===== config.mk =====
export PLATFORM = sky130hd
export DESIGN_NAME = fir_out_framer_flat
export DESIGN_NICKNAME = d
export VERILOG_FILES = /design/src/rtl/fir_out_pkg.sv /design/src/rtl/fir_out_framer_if.sv /design/src/rtl/fir_out_fifo.sv /design/src/rtl/fir_out_framer.sv /design/src/flat_wrapper.sv
export SDC_FILE = /design/constraint.sdc
export NUM_CORES = 1
export LEC_CHECK = 0
export BUFFER_PORTS_ARGS = -buffer_cell sky130_fd_sc_hd__buf_2
export CAP_MARGIN = 20
export CELL_PAD_IN_SITES_DETAIL_PLACEMENT = 1
export CELL_PAD_IN_SITES_GLOBAL_PLACEMENT = 1
export CORE_MARGIN = 3
export CORE_UTILIZATION = 46
export CTS_BUF_LIST = sky130_fd_sc_hd__clkbuf_4
export CTS_CLUSTER_SIZE = 16
export DETAILED_ROUTE_END_ITERATION = 12
export MAX_ROUTING_LAYER = met4
export PLACE_DENSITY = 0.86
export REMOVE_ABC_BUFFERS = 1
export SETUP_SLACK_MARGIN = 0.05
export SYNTH_ARGS = -nofsm -noshare
export SYNTH_HDL_FRONTEND = slang
export SYNTH_HIERARCHICAL = 1
export SYNTH_SLANG_ARGS = --single-unit

===== constraint.sdc =====
create_clock -name clk -period 3 [get_ports clk]
set_input_delay 0.3 -clock clk [delete_from_list [all_inputs] [get_ports clk]]
set_output_delay 0.3 -clock clk [all_outputs]
set_load 0.05 [all_outputs]

===== src/rtl/fir_out_pkg.sv =====
// Shared definitions for the FIR output framer and its FIFO.
package fir_out_pkg;

  // Width of the FIR core's y_n output, shared with the core.
  localparam int unsigned FIR_DATA_W = 14;

  // Byte-serialiser FSM encoding.
  typedef enum logic [1:0] {
    ST_IDLE  = 2'd0,
    ST_BYTE0 = 2'd1,
    ST_BYTE1 = 2'd2
  } state_t;

endpackage


===== src/rtl/fir_out_framer_if.sv =====
// Sample-in / byte-out handshake bundle of the FIR output framer.
interface fir_out_framer_if
  import fir_out_pkg::*;
#(
  parameter int unsigned DATA_W = FIR_DATA_W
);

  logic [DATA_W-1:0] y_n;
  logic              y_valid;
  logic [7:0]        byte_out;
  logic              byte_valid;
  logic              byte_last;
  logic              byte_ready;

  // Framer side: consumes samples, produces the byte stream.
  modport master (
    input  y_n,
    input  y_valid,
    input  byte_ready,
    output byte_out,
    output byte_valid,
    output byte_last
  );

  // Environment side: feeds samples, accepts bytes.
  modport slave (
    output y_n,
    output y_valid,
    output byte_ready,
    input  byte_out,
    input  byte_valid,
    input  byte_last
  );

endinterface


===== src/rtl/fir_out_fifo.sv =====
// Small synchronous FIFO with combinational head read and registered level.
module fir_out_fifo
  import fir_out_pkg::*;
#(
  parameter int unsigned W     = FIR_DATA_W,
  parameter int unsigned DEPTH = 4
) (
  input  logic                   clk,
  input  logic                   reset,
  input  logic                   push,
  input  logic                   pop,
  input  logic [W-1:0]           din,
  output logic [W-1:0]           dout,
  output logic                   full,
  output logic                   empty,
  output logic [$clog2(DEPTH):0] level
);

  localparam int unsigned AW = $clog2(DEPTH);

  logic [AW:0]  wr_ptr;
  logic [AW:0]  rd_ptr;
  logic [W-1:0] mem [DEPTH];
  logic         do_pop;
  logic         do_push;

  // Pointers carry one extra wrap bit so full and empty are distinguishable.
  assign empty   = (wr_ptr == rd_ptr);
  assign full    = (wr_ptr[AW] != rd_ptr[AW]) && (wr_ptr[AW-1:0] == rd_ptr[AW-1:0]);
  assign do_pop  = pop & ~empty;
  assign do_push = push & (~full | do_pop);
  assign dout    = mem[rd_ptr[AW-1:0]];

  // Pointer and occupancy update; push and pop together leave level unchanged.
  always_ff @(posedge clk) begin
    if (reset) begin
      wr_ptr <= '0;
      rd_ptr <= '0;
      level  <= '0;
    end else begin
      if (do_push) wr_ptr <= wr_ptr + (AW+1)'(1);
      if (do_pop)  rd_ptr <= rd_ptr + (AW+1)'(1);
      case ({do_push, do_pop})
        2'b10:   level <= level + (AW+1)'(1);
        2'b01:   level <= level - (AW+1)'(1);
        default: level <= level;
      endcase
    end
  end

  // Storage; a push into a full FIFO only happens alongside a pop of the same slot.
  always_ff @(posedge clk) begin
    if (do_push) mem[wr_ptr[AW-1:0]] <= din;
  end

endmodule


===== src/rtl/fir_out_framer.sv =====
// Buffers FIR samples and serialises them as one saturated byte or two raw bytes.
module fir_out_framer
  import fir_out_pkg::*;
#(
  parameter int unsigned DATA_W = FIR_DATA_W,
  parameter int unsigned DEPTH  = 4,
  parameter int unsigned SHIFT  = 4
) (
  input  logic                   clk,
  input  logic                   reset,
  fir_out_framer_if.master       bus,
  input  logic                   narrow,
  input  logic                   clr_ovf,
  output logic                   ovf,
  output logic [$clog2(DEPTH):0] level
);

  localparam logic signed [DATA_W-1:0] SAT_MAX = DATA_W'(127);
  localparam logic signed [DATA_W-1:0] SAT_MIN = DATA_W'(-128);

  state_t            state;
  logic [DATA_W-1:0] hold;
  logic              hmode;

  logic [DATA_W-1:0] fifo_dout;
  logic              fifo_full;
  logic              fifo_empty;
  logic              hs;
  logic              last_hs;
  logic              pop;
  logic              push;
  logic              drop;

  // Arithmetic shift then clamp to the signed byte range.
  function automatic logic [7:0] sat8(input logic [DATA_W-1:0] v);
    logic signed [DATA_W-1:0] s;
    s = $signed(v) >>> SHIFT;
    if (s > SAT_MAX)      return 8'h7F;
    else if (s < SAT_MIN) return 8'h80;
    else                  return s[7:0];
  endfunction

  // Upper byte of the sample, sign-extended to 8 bits.
  function automatic logic [7:0] hi_byte(input logic [DATA_W-1:0] v);
    logic signed [15:0] ext;
    ext = 16'($signed(v));
    return ext[15:8];
  endfunction

  // Pop when idle or on the final byte's handshake so samples stream without bubbles.
  assign hs      = bus.byte_valid & bus.byte_ready;
  assign last_hs = hs & bus.byte_last;
  assign pop     = ~fifo_empty & ((state == ST_IDLE) | last_hs);
  assign push    = bus.y_valid & (~fifo_full | pop);
  assign drop    = bus.y_valid & fifo_full & ~pop;

  fir_out_fifo #(
    .W     (DATA_W),
    .DEPTH (DEPTH)
  ) u_fifo (
    .clk   (clk),
    .reset (reset),
    .push  (push),
    .pop   (pop),
    .din   (bus.y_n),
    .dout  (fifo_dout),
    .full  (fifo_full),
    .empty (fifo_empty),
    .level (level)
  );

  // Byte serialiser FSM; output byte is precomputed when the state is entered.
  always_ff @(posedge clk) begin
    if (reset) begin
      state          <= ST_IDLE;
      hold           <= '0;
      hmode          <= 1'b0;
      bus.byte_out   <= 8'h00;
      bus.byte_valid <= 1'b0;
      bus.byte_last  <= 1'b0;
    end else if (pop) begin
      state          <= ST_BYTE0;
      hold           <= fifo_dout;
      hmode          <= narrow;
      bus.byte_valid <= 1'b1;
      if (narrow) begin
        bus.byte_out  <= sat8(fifo_dout);
        bus.byte_last <= 1'b1;
      end else begin
        bus.byte_out  <= fifo_dout[7:0];
        bus.byte_last <= 1'b0;
      end
    end else if (last_hs) begin
      state          <= ST_IDLE;
      bus.byte_valid <= 1'b0;
      bus.byte_last  <= 1'b0;
    end else if (hs && (state == ST_BYTE0) && !hmode) begin
      state         <= ST_BYTE1;
      bus.byte_out  <= hi_byte(hold);
      bus.byte_last <= 1'b1;
    end
  end

  // Sticky drop flag; a drop in the same cycle as a clear keeps it set.
  always_ff @(posedge clk) begin
    if (reset)        ovf <= 1'b0;
    else if (drop)    ovf <= 1'b1;
    else if (clr_ovf) ovf <= 1'b0;
  end

endmodule


===== src/flat_wrapper.sv =====
// flat-port wrapper written by rule: the top's interface ports become plain ports
module fir_out_framer_flat import fir_out_pkg::*;
#(
  parameter int unsigned DATA_W = FIR_DATA_W,
  parameter int unsigned DEPTH  = 4,
  parameter int unsigned SHIFT  = 4
)
  (clk, reset, narrow, clr_ovf, ovf, level, bus_y_n, bus_y_valid, bus_byte_ready, bus_byte_out, bus_byte_valid, bus_byte_last);
  fir_out_framer_if #(.DATA_W(DATA_W)) bus_i ();
  input  logic clk;
  input  logic reset;
  input  logic narrow;
  input  logic clr_ovf;
  output logic ovf;
  output logic [$clog2(DEPTH):0] level;
  input wire logic [$bits(bus_i.y_n)-1:0] bus_y_n;
  input wire logic [$bits(bus_i.y_valid)-1:0] bus_y_valid;
  input wire logic [$bits(bus_i.byte_ready)-1:0] bus_byte_ready;
  output wire logic [$bits(bus_i.byte_out)-1:0] bus_byte_out;
  output wire logic [$bits(bus_i.byte_valid)-1:0] bus_byte_valid;
  output wire logic [$bits(bus_i.byte_last)-1:0] bus_byte_last;
  assign bus_i.y_n = bus_y_n;
  assign bus_i.y_valid = bus_y_valid;
  assign bus_i.byte_ready = bus_byte_ready;
  assign bus_byte_out = bus_i.byte_out;
  assign bus_byte_valid = bus_i.byte_valid;
  assign bus_byte_last = bus_i.byte_last;
  fir_out_framer #(.DATA_W(DATA_W), .DEPTH(DEPTH), .SHIFT(SHIFT)) u_core (.clk(clk), .reset(reset), .bus(bus_i), .narrow(narrow), .clr_ovf(clr_ovf), .ovf(ovf), .level(level));
endmodule

Yosys cells after proc, flatten, opt, wreduce, memory -nomap -nowiden
Memories as Yosys holds them, arrays and structs flattened. A register that Yosys moved wholly into a read port is not among the register bits.
Cells that the tools add are included.
Word-level totals
  register bits after elaboration: 37
  bits in writable memories: 56
  input port bits: 20
  word-level logic and storage cells: 73
  memories kept: 1
Cells by class
  add/subtract/negate cells: 4
  $lt $le $gt $ge: 2
  equality and inequality tests: 7
  multiplexer cells: 22
  bitwise logic cells: 14
  reduce and logical (&&, ||, !) cells: 12
Memory list
  u_core.u_fifo.mem: words 4, bits a word 14, read ports 1, clocked after memory_dff 1, wr ports 1, line fir_out_fifo.sv:23  | logic [W-1:0] mem [DEPTH];
Operators by type and width (number)
  $mux W8: 6
  $mux W1: 13
  $gt A10 B8 Y1 const B: 1
  $lt A10 B8 Y1 const B: 1
  $add A3 B1 Y3 const B: 3
  $and A1 B1 Y1: 8
  $reduce_bool A2 Y1: 4
  $pmux W3 S2: 1
  $eq A2 B1 Y1 const B: 2
  $mux W2: 2
  $eq A3 B3 Y1: 1
  $logic_and A1 B1 Y1: 3
  $not A1 Y1: 3
  $or A1 B1 Y1: 3
  $reduce_bool A3 Y1: 1
  $reduce_or A3 Y1: 1
  $sub A3 B1 Y3 const B: 1
  $eq A2 B2 Y1: 1
  $eq A2 B2 Y1 const B: 1
  $logic_not A2 Y1: 1
  $ne A2 B2 Y1 const B: 1
  $reduce_and A2 Y1: 1
  $logic_not A1 Y1: 1
  $ne A1 B1 Y1: 1

Logic depth before layout (Yosys ltp)
  depth after elaboration: 9
  depth in mapped cells: 14
  mapped depth without buffers: 13

Cells and area by module
Netlist, hierarchy kept.
Modules (own cells, without submodules)
  fir_out_fifo: instances 1, cells an instance 142, area an instance 2733.9 µm²
  fir_out_framer: instances 1, cells an instance 132, area an instance 1037.2 µm²

Least setup slack after synthesis
Ideal clock, no wire load.
  path kind: register to register
  from: reg u_core.bus.byte_last
  to: reg u_core.u_fifo.level[2]
  setup time: 0.070 ns
  data arrival time: 3.068 ns
  data required time: 2.930 ns
  setup slack: -0.138 ns
  cell stages (with the launch flop): 13
  buffers on the path: 1
  period minus slack after synthesis: 3.138 ns
  path through: dfxtp_1 -> nand3_1 -> a21o_1 -> buf_2 -> a21boi_0 -> inv_1 -> a41oi_4 -> inv_1 -> ha_1 -> fa_1 -> xnor2_1 -> or3_1 -> a21oi_1
On the way
  longest elaborated chain between the ends: 8
Ends and longest elaborated chain
  start: declaration: line fir_out_framer_if.sv:22  | output byte_last
  start signal: assignment: line fir_out_framer.sv:80  | bus.byte_last <= 1'b0;
  start signal: assignment: line fir_out_framer.sv:88  | bus.byte_last <= 1'b1;
  start signal: assignment: line fir_out_framer.sv:91  | bus.byte_last <= 1'b0;
  $and A1 B1 Y1 (*): line fir_out_framer.sv:52  | assign last_hs = hs & bus.byte_last;
  $or A1 B1 Y1 (*): line fir_out_framer.sv:53  | assign pop = ~fifo_empty & ((state == ST_IDLE) | last_hs);
  $and A1 B1 Y1 (*): line fir_out_framer.sv:53
  $or A1 B1 Y1 (*): line fir_out_framer.sv:54  | assign push = bus.y_valid & (~fifo_full | pop);
  $and A1 B1 Y1 (*): line fir_out_framer.sv:54
  via u_core.push: line fir_out_framer.sv:31  | logic push;
  $and A1 B1 Y1 (*): line fir_out_fifo.sv:31  | assign do_push = push & (~full | do_pop);
  $eq A2 B1 Y1 or $eq A2 B2 Y1 (tied branches): line fir_out_fifo.sv:43  | case ({do_push, do_pop})
  $pmux W3 S2 or $reduce_bool A2 Y1 (tied branches)
  end signal: assignment: line fir_out_fifo.sv:44  | 2'b10: level <= level + (AW+1)'(1);
  end signal: assignment: line fir_out_fifo.sv:45  | 2'b01: level <= level - (AW+1)'(1);
  end signal: assignment: line fir_out_fifo.sv:46  | default: level <= level;
  end: declaration: line fir_out_fifo.sv:16  | output logic [$clog2(DEPTH):0] level
Mark *: on every way through the listed nets, which the timed path passes. The rest lies on a longest branch.
A chain may end at the register's enable or synchronous reset.

Final worst setup path
  from: reg u_core.u_fifo.wr_ptr[1]
  to: reg u_core.u_fifo.level[2]
On the way
  longest elaborated chain between the ends: 8
Ends and longest elaborated chain
  start: declaration: line fir_out_fifo.sv:21  | logic [AW:0] wr_ptr;
  start signal: assignment: line fir_out_fifo.sv:41  | if (do_push) wr_ptr <= wr_ptr + (AW+1)'(1);
  $eq A3 B3 Y1 (*): line fir_out_fifo.sv:28  | assign empty = (wr_ptr == rd_ptr);
  via u_core.fifo_empty: line fir_out_framer.sv:27  | logic fifo_empty;
  $not A1 Y1 (*): line fir_out_framer.sv:53
  $and A1 B1 Y1 (*): line fir_out_framer.sv:53
  $or A1 B1 Y1 (*): line fir_out_framer.sv:54
  $and A1 B1 Y1 (*): line fir_out_framer.sv:54
  via u_core.push: line fir_out_framer.sv:31
  $and A1 B1 Y1 (*): line fir_out_fifo.sv:31
  $eq A2 B1 Y1 or $eq A2 B2 Y1 (tied branches): line fir_out_fifo.sv:43
  $pmux W3 S2 or $reduce_bool A2 Y1 (tied branches)
Marked as above.

==> results.json <==
{
  "clk_latency_ns": 0.44,
  "critical_path_class": "reg2reg",
  "core-area_sq_um": 7850,
  "mostFrequentLayoutCell": "edfxtp_1",
  "tightest_slew_ns": 0.688,
  "rsz0062_at_grt": "false",
  "grt_max_degree": 37,
  "io_buffers": 33,
  "core.rowCount": 32,
  "first_pass_iters": 4,
  "outcome": "finished, final reports clean",
  "hold_path.class": "in2reg",
  "seq_area_frac_synth": 0.610,
  "place_ws_ns": 0.149,
  "endpoint_kind": "register",
  "drive_gt1_frac": 0.291,
  "gr-total-overflow": 0,
  "grt_pass1_wl_um": 12400,
  "antenna_found_initial": 0,
  "p_per_area_nw_per_um2": 864,
  "place_congestion": 0.782,
  "wirelength_um": 7760,
  "synth_edf_count": 56,
  "max_stage_delay_ns": 0.39,
  "maxCapViolCount": 0,
  "fin_ws_ns": 0.265,
  "avgSynthCellArea_sq_um": 13.8,
  "drt_iter0_markers": 110,
  "synth_flop_cell": "edfxtp_1",
  "ant_nets": 0,
  "dp_hpwl_um": 5560,
  "synth_cells": 274,
  "syn2layout_area_growth_pct": 12.4,
  "wire_per_inst_um": 18.2,
  "grt_busiest_layer": "met2",
  "vias": 2307,
  "yosys_warnings": 6,
  "synth_seq_cells": 87,
  "clk_path_buf_depth": 2,
  "place_inst": 409,
  "multiInputGateArea_sq_um": 1370,
  "power_mw": 3.66,
  "seqCellArea_sq_um": 2310,
  "r2r_cells": 13,
  "clkTransAtPathRegs_ns": 0.16,
  "ys_top_cells_by_area": "edfxtp_1 (45%), dfxtp_1 (16%), mux4_2 (8.4%)",
  "maxSlewViolCount": 0,
  "grt_pass1_vias": 2416,
  "async_flop_share": 0,
  "clock-sinks": 87,
  "crit_arrival_ns": 3.10,
  "cts_root_buffer": "clkbuf_4",
  "max_freq_ghz": 0.366,
  "path_common_cell": "inv_1",
  "yosysTopAreaCell": "edfxtp_1",
  "crit_required_ns": 3.37,
  "finalCritPeriodShare": 0.912,
  "cts_max_level": 3,
  "initial_core_util": 0.481,
  "fin_hold_ws_ns": 0.0638,
  "instances_no_fill": 425,
  "drc": 0,
  "fin_nets": 345,
  "layout_min_cycle_time_ns": 2.74,
  "cts_buffers": 9,
  "die_h_um": 96.5,
  "fin_util": 0.540,
  "hold_depth": 1,
  "ir_drop_v": 0.000335,
  "grt_use_met2": 0.311,
  "worstPathCellList": "xnor2_2 -> nand2_1 -> nor2_1 -> a21o_1 -> a21boi_1 -> inv_1 -> a41oi_4 -> inv_1 -> ha_1 -> fa_1 -> xnor2_1 -> or3_1 -> a21oi_1",
  "cp_max_fo": 5,
  "final_cell_mix": "edfxtp_1 (56), nand2_1 (35), buf_2 (33)",
  "synth_top_area_share": 0.446,
  "critical-path-slowest-cell": "dfxtp_2",
  "fin_skew_ns": 0.0145,
  "io_pins": 34,
  "hold_viol": 0,
  "postCtsHoldBufs": 0,
  "cts_tree": "done",
  "avgViaCountPerCell": 5.43,
  "use_met3": 0.0279,
  "track_usage": 0.186,
  "p_leak_nw": 1.57,
  "cp-start-kind": "register",
  "setup_viol": 0,
  "max-slew-margin-rel": 0.540,
  "synth.distinct_cells": 47,
  "die_x_um": 96.5,
  "diodes": 0,
  "dieArea_sq_um": 9320,
  "met1_usage": 0.231,
  "synthesis.area_sq_um": 3770,
  "fillers": 826
}
power breakdown:
part,internal [mW],switching [mW]
Clock,0.198,0.452
Combinational,0.515,0.906
Sequential,1.47,0.124
Total,2.18,1.48
critical path: cells and delay by family (launching register included):
kind | cells | cell delay, ns
fa+ha+maj | 2 | 0.61
flops | 1 | 0.39
xor+xnor | 2 | 0.30
buf+inv | 2 | 0.17
compound gates | 4 | 0.75
simple gates | 3 | 0.47
cell usage after synthesis (2+ instances only):
cell type and n:
edfxtp_1 56, nand2_1 35, dfxtp_1 31, nor2_1 17, mux4_2 14, a21oi_1 11
nor2b_1 10, mux2i_1 9, inv_1 8, a211oi_1 7, a311oi_1 7, o21bai_1 7
clkbuf_1 6, ha_1 6, buf_2 5, nand2b_1 5, and2_1 3, a31oi_1 2
mux2_2 2, mux2_4 2, nand3b_1 2, o21ai_0 2, xnor2_1 2, xnor2_2 2
metal layers:
metal,vias up,part of all wire
li1,1104,-
met1,1158,0.45
met2,35,0.51
met5,-,0
met3,10,0.020
met4,0,0.017
worst paths after layout:
check	startpoint	to	slack, ns
worst max-delay path	u_core/u_fifo/wr_ptr[1]$_SDFFE_PP0P_	u_core/u_fifo/level[2]$_SDFFE_PP0P_	0.26
worst min-delay path	bus_y_n[11]	u_core/u_fifo/mem[0][11]$_DFFE_PP_	0.06
worst max register to register	u_core/u_fifo/wr_ptr[1]$_SDFFE_PP0P_	u_core/u_fifo/level[2]$_SDFFE_PP0P_	0.26
worst min register to register	u_core/hold[11]$_SDFFE_PP0P_	u_core/hold[11]$_SDFFE_PP0P_	0.47
stage by stage:
stage | instance area, sq um | TNS [ns]
floorplan | 3700 | -0.167
global placement | 4100 | 0
detailed placement | 4100 | 0
CTS | 4230 | 0
global route | 4240 | 0
finish | 4240 | 0
repair_timing:
action / in CTS / in global routing
resized for setup: 0 / 7
buffers inserted: 0 / 0
setup endpoints to repair: 0 / 1
registers in the layout (all words and copies together), names as in the netlist, named ones only:
name and flops:
u_core/u_fifo/mem 56, u_core/bus.byte_out 8, u_core/hold 6, u_core/u_fifo/level 3, u_core/u_fifo/rd_ptr 3, u_core/u_fifo/wr_ptr 3
u_core/state 2, u_core/bus.byte_last 1, u_core/bus.byte_valid 1, u_core/hmode 1, u_core/ovf 1
area by class of cell:
class / count / area share
repair buffers: 46 / 0.0620
multi-input cells: 165 / 0.323
clock buffers: 9 / 0.0159
flip-flops and latches: 87 / 0.545
clock inverters: 7 / 0.0165
inverters: 9 / 0.00826
well taps: 102 / 0.0301
logic make-up (layout without fill, tap and decap cells):
group                      Yosys count  count (layout)  share of synthesized area
and+or+nand+nor                     80              80                      0.101
adders and majority gates            7               7                     0.0252
DFF                                 87              87                      0.610
muxes                               27              27                      0.121
buffers and inverters               22              71                     0.0269
AOI/OAI and AO/OA                   45              45                     0.0949
xor gates and xnor gates             6               6                     0.0199
No activity file was read; power rests on OpenSTA's default activity.
